[src/rtl/uart_tx.sv]
// 8N1 UART transmitter with a small byte FIFO in front of the serializer.
// Bit timing is driven entirely by the shared baud_tick; tx, tx_done are registered.
module uart_tx #(
  parameter int FIFO_DEPTH = 4,
  parameter int STOP_BITS  = 1
) (
  input  logic                          clk,
  input  logic                          rst_n,
  input  logic                          baud_tick,
  input  logic [7:0]                    in_data,
  input  logic                          in_valid,
  output logic                          in_ready,
  output logic                          tx,
  output logic                          busy,
  output logic                          tx_done,
  output logic [$clog2(FIFO_DEPTH):0]   fifo_count
);

  localparam int AW = $clog2(FIFO_DEPTH);
  localparam int CW = AW + 1;

  generate
    if (STOP_BITS != 1 && STOP_BITS != 2) begin : g_bad_stop_bits
      $error("uart_tx: STOP_BITS must be 1 or 2");
    end
    if (FIFO_DEPTH < 2 || (FIFO_DEPTH & (FIFO_DEPTH - 1)) != 0) begin : g_bad_depth
      $error("uart_tx: FIFO_DEPTH must be a power of 2 and at least 2");
    end
  endgenerate

  typedef enum logic [1:0] {IDLE, START, DATA, STOP} state_t;

  state_t        state;
  logic [7:0]    mem [FIFO_DEPTH];
  logic [AW-1:0] wr_ptr;
  logic [AW-1:0] rd_ptr;
  logic [7:0]    shift;
  logic [2:0]    bit_cnt;
  logic          stop_cnt;
  logic          last_stop;
  logic          push;
  logic          pop;

  assign in_ready  = (fifo_count != CW'(FIFO_DEPTH));
  assign push      = in_valid && in_ready;
  assign last_stop = (stop_cnt == 1'(STOP_BITS - 1));
  // Pop only from the registered count, so a byte written into an empty FIFO waits for the next tick.
  assign pop       = baud_tick && (fifo_count != '0) &&
                     ((state == IDLE) || ((state == STOP) && last_stop));
  assign busy      = (state != IDLE) || (fifo_count != '0);

  always_ff @(posedge clk) begin
    if (push) mem[wr_ptr] <= in_data;
  end

  always_ff @(posedge clk or negedge rst_n) begin
    if (!rst_n) begin
      wr_ptr     <= '0;
      rd_ptr     <= '0;
      fifo_count <= '0;
    end else begin
      if (push) wr_ptr <= wr_ptr + 1'b1;
      if (pop)  rd_ptr <= rd_ptr + 1'b1;
      case ({push, pop})
        2'b10:   fifo_count <= fifo_count + 1'b1;
        2'b01:   fifo_count <= fifo_count - 1'b1;
        default: fifo_count <= fifo_count;
      endcase
    end
  end

  always_ff @(posedge clk or negedge rst_n) begin
    if (!rst_n) begin
      state    <= IDLE;
      shift    <= '0;
      bit_cnt  <= '0;
      stop_cnt <= '0;
      tx       <= 1'b1;
      tx_done  <= 1'b0;
    end else begin
      tx_done <= 1'b0;
      if (baud_tick) begin
        case (state)
          IDLE: begin
            if (pop) begin
              shift <= mem[rd_ptr];
              state <= START;
              tx    <= 1'b0;
            end
          end
          START: begin
            state   <= DATA;
            bit_cnt <= '0;
            tx      <= shift[0];
            shift   <= {1'b0, shift[7:1]};
          end
          DATA: begin
            if (bit_cnt == 3'd7) begin
              state    <= STOP;
              stop_cnt <= '0;
              tx       <= 1'b1;
            end else begin
              bit_cnt <= bit_cnt + 3'd1;
              tx      <= shift[0];
              shift   <= {1'b0, shift[7:1]};
            end
          end
          STOP: begin
            if (last_stop) begin
              tx_done <= 1'b1;
              // Chain straight into the next start bit when more bytes are queued.
              if (pop) begin
                shift <= mem[rd_ptr];
                state <= START;
                tx    <= 1'b0;
              end else begin
                state <= IDLE;
              end
            end else begin
              stop_cnt <= stop_cnt + 1'b1;
            end
          end
          default: begin
            state <= IDLE;
            tx    <= 1'b1;
          end
        endcase
      end
    end
  end

endmodule

[config.mk]
export PLATFORM = sky130hd
export DESIGN_NAME = uart_tx
export DESIGN_NICKNAME = d
export VERILOG_FILES = /design/src/rtl/uart_tx.sv
export SDC_FILE = /design/constraint.sdc
export NUM_CORES = 1
export LEC_CHECK = 0
export CAP_MARGIN = 20
export CORE_MARGIN = 5
export CORE_UTILIZATION = 50
export CTS_CLUSTER_DIAMETER = 30
export DETAILED_ROUTE_END_ITERATION = 12
export PLACE_DENSITY = 0.73
export SLEW_MARGIN = 30
export SYNTH_ARGS = -nofsm -noshare
export SYNTH_HDL_FRONTEND = slang
export SYNTH_SLANG_ARGS = --single-unit
[constraint.sdc]
create_clock -name clk -period 2.4 [get_ports clk]
set_clock_uncertainty 0.2 [all_clocks]
set_input_delay 0.24 -clock clk [delete_from_list [all_inputs] [get_ports clk]]
set_output_delay 0.24 -clock clk [all_outputs]
set_load 0.01 [all_outputs]
==> impl_metrics.env, run 1 <==
export IMPL_status="completed"
export IMPL_place_hpwl_mm=2.878
export IMPL_netlist_area_leader_share=0.4029
export IMPL_dp_cells=226
export IMPL_met2_length_mm=2.065
export IMPL_switchingPower_w=0.001105
export IMPL_cts_buffer_depth=2
export IMPL_synth_most_common_cell="edfxtp_1"
export IMPL_synth_distinct_cells=34
export IMPL_path_class="reg -> reg"
export IMPL_p_int_w=0.002326
export IMPL_critPathCaptureType="flip-flop"
export IMPL_critical_path_buf_inv_count=2
export IMPL_dieHeight_um=79.06
export IMPL_setup_violations=0
export IMPL_start_kind="flip-flop"
export IMPL_num_antenna_cells=0
export IMPL_via_per_inst=5.620
export IMPL_crit_fanout=5
export IMPL_drc=0
export IMPL_finalInstanceArea_um2=2838
export IMPL_crit_path_cell_trace="or3b_4, and2_1, inv_1, ha_2, inv_1, fa_2, xor2_1, nor2_1, xor2_1"
export IMPL_place_congestion=0.7896
export IMPL_firstDrtPassIters=4
export IMPL_yosys_warnings=0
export IMPL_ys_top_cells_by_count="edfxtp_1, dfrtp_1, ha_1"
export IMPL_ys_flop_type="edfxtp_1"
export IMPL_instances_no_fill=237
export IMPL_synth_top_area_cell="edfxtp_1"
export IMPL_cts_root_buf="clkbuf_8"
export IMPL_startpoint="fifo_count[0]$_DFFE_PN0P_"
export IMPL_cts_max_level=2
export IMPL_numCtsBuffers=5
export IMPL_clock_power_share=0.148
export IMPL_cts_tree="yes"
export IMPL_fmax_ghz=0.4346
export IMPL_ys_seq_elements=54
export IMPL_fin_util=0.6048
export IMPL_timing_final_crit_share=0.9587
export IMPL_synth_edf_count=32
export IMPL_slew_headroom=0.6847
export IMPL_pwr_share_comb=0.430
export IMPL_worstReg2RegStart="fifo_count[0]$_DFFE_PN0P_"
export IMPL_die_w_um=79.06
export IMPL_grt_use_total=0.1503
export IMPL_io_pins=19
export IMPL_cts_clk_slew_worst_paths_ns=0.09
export IMPL_met1_length_mm=1.906
export IMPL_postSynthAreaPerCell_um2=16.33
export IMPL_synthCells=146
export IMPL_initial_core_util=0.5083
export IMPL_final_max_slew_viol_count=0
export IMPL_p_sw_frac=0.3221
export IMPL_grt_pass1_vias=1378
export IMPL_crit_family="simple AND/OR/NAND/NOR gates"
export IMPL_max_stage_delay_ns=0.43
export IMPL_grt_pass1_wl_mm=6.996
export IMPL_tns_ns=0
export IMPL_p_leak_nw=1.158
export IMPL_hold_class="in -> async"
export IMPL_p_per_area_nw_per_um2=1209
export IMPL_grt_max_degree=23
export IMPL_port_buffers=18
export IMPL_ys_async_sr_fraction=0.4074
export IMPL_cts_num_sinks=54
export IMPL_core_rowCount=25
export IMPL_peakVddDrop_uv=496.5
export IMPL_layout_min_cycle_time_ns=2.301
export IMPL_vias=1332
export IMPL_grt_ovfl_total=0
export IMPL_antenna_found_initial=0
export IMPL_synth_cell_area_um2=2385
export IMPL_core_region_area_um2=4692
export IMPL_synth_nets=171
export IMPL_drt_initial_drc_count=43
export IMPL_met3WireLength_um=128
export IMPL_cap_violations=0
export IMPL_die_area_um2=6250
export IMPL_wirelength_mm=4.169
export IMPL_slowest_stage="or3b_4"
export IMPL_netlist_top_cells_area="edfxtp_1, dfrtp_1, mux4_2, ha_1, a221o_1"
export IMPL_clock_latency_ns=0.30
export IMPL_arrival_ns=2.33
export IMPL_worst_slew_pin_slew_ns=0.4729
export IMPL_dpl_cell_area_um2=2700
export IMPL_topRoutingLayerUsed="met4"
export IMPL_required_ns=2.43
export IMPL_area_growth_pct=18.99
export IMPL_power_w=0.003431
export IMPL_seqPwrFrac=0.423
export IMPL_wl_per_cell_um=17.59
export IMPL_cts_hold_buf=0
export IMPL_layout_nets=207
export IMPL_drive_above_1_share=0.2514
export IMPL_synth_seq_area_share=0.6343
export IMPL_finalHoldViolations=0
export IMPL_drtAntennaViolNets=0
-- path summary, 6_finish.rpt --
path,endpoint,slack (ns),depth (start not counted)
setup / recovery,fifo_count[2]$_DFFE_PN0P_,0.1,9
hold / removal,state[1]$_DFFE_PN0P_,0.08,2
min in group clk,shift[7]$_DFFE_PN0P_,0.31,1
hold reg to reg,shift[7]$_DFFE_PN0P_,0.31,1
max in group asynchronous,tx$_DFFE_PN1P_,1.64,2
setup reg to reg,fifo_count[2]$_DFFE_PN0P_,0.1,9
-- placed cells by master (no fill, tap or decap), types with 2 or more instances in the layout --
cell type / Yosys / final
and3_1: 11 / 11
buf_4: 0 / 14
nand3_1: 2 / 2
and2_1: 2 / 2
o21ai_0: 2 / 2
a221o_1: 7 / 7
xor2_1: 2 / 2
mux2_2: 2 / 2
clkdlybuf4s50_1: 0 / 17
inv_1: 9 / 7
inv_2: 0 / 2
clkbuf_8: 0 / 6
mux4_2: 8 / 8
edfxtp_1: 32 / 32
dfrtp_1: 21 / 21
ha_1: 12 / 10
and3_4: 2 / 2
a22o_1: 6 / 6
xnor2_1: 4 / 4
nor2_1: 2 / 2
nand2_1: 4 / 3
-- layout make-up --
cell class,count,area (um^2)
multi-input cells,80,848.3
well taps,54,67.56
inverters,9,33.78
clock buffers,7,86.33
clock inverters,1,5.005
fillers,358,1854
flip-flops and latches,54,1513
repair buffers,32,284.0
-- per-layer routing --
| layer | track usage | vias to the layer above |
|---|---|---|
| li1 | - | 637 |
| met1 | 0.1997 | 668 |
| met2 | 0.2357 | 22 |
| met3 | 0.03515 | 5 |
| met4 | 0.06701 | 0 |
| met5 | 0 | - |
-- cell families (layout without fill, tap and decap cells) --
| kind of cell | after synthesis | after routing | synth area share |
|---|---|---|---|
| DFF | 54 | 54 | 0.6343 |
| muxes | 12 | 12 | 0.09548 |
| buffers and inverters | 12 | 49 | 0.02256 |
| AOI/OAI and AO/OA | 19 | 19 | 0.07240 |
| and+or+nand+nor | 30 | 30 | 0.08185 |
| xor gates and xnor gates | 6 | 6 | 0.02204 |
| adders and majority gates | 13 | 13 | 0.07135 |
-- flip-flops by register name, indices dropped and copies added, names as in the netlist --
signal / flops
state: 2
mem: 32
shift: 8
rd_ptr: 2
bit_cnt: 3
wr_ptr: 2
fifo_count: 3
tx: 1
tx_done: 1
-- repair_timing --
action	4_1_cts	5_1_grt
resized for setup	1	7
setup buffers	1	2
endpoints found under the hold margin	0	0
setup endpoints to repair	2	1
pin swaps	0	5
-- per-stage QoR --
step	hold WS, ns	setup slack (ns)
after floorplan	-0.2556	0.03233
after global placement	0.2769	0.1180
after detailed placement	0.2822	0.01234
after CTS	0.08339	0.02754
after global routing	0.09769	-0.002480
final	0.08103	0.09907
-- power groups by stage --
| stage | clock, W | combinational [W] | sequential [W] |
|---|---|---|---|
| final | 0.000507 | 0.00147 | 0.00145 |
| after detailed placement | 0 | 0.00139 | 0.00147 |
| after global placement | 0 | 0.00133 | 0.00145 |
| after floorplan | 0 | 0.000947 | 0.00144 |
| after global routing | 0.000559 | 0.00164 | 0.00148 |
| after CTS | 0.000522 | 0.00141 | 0.00145 |
(Power assumes the default switching activity.)
==> run 2, diff against run 1 <==
--- a/config.mk
+++ b/config.mk
@@ -11,7 +11,6 @@
 export CTS_CLUSTER_DIAMETER = 30
 export DETAILED_ROUTE_END_ITERATION = 12
 export PLACE_DENSITY = 0.73
-export SLEW_MARGIN = 30
 export SYNTH_ARGS = -nofsm -noshare
 export SYNTH_HDL_FRONTEND = slang
 export SYNTH_SLANG_ARGS = --single-unit
==> results of run 2 <==
Final layout, timing and power as in run 1 (identical DEF).
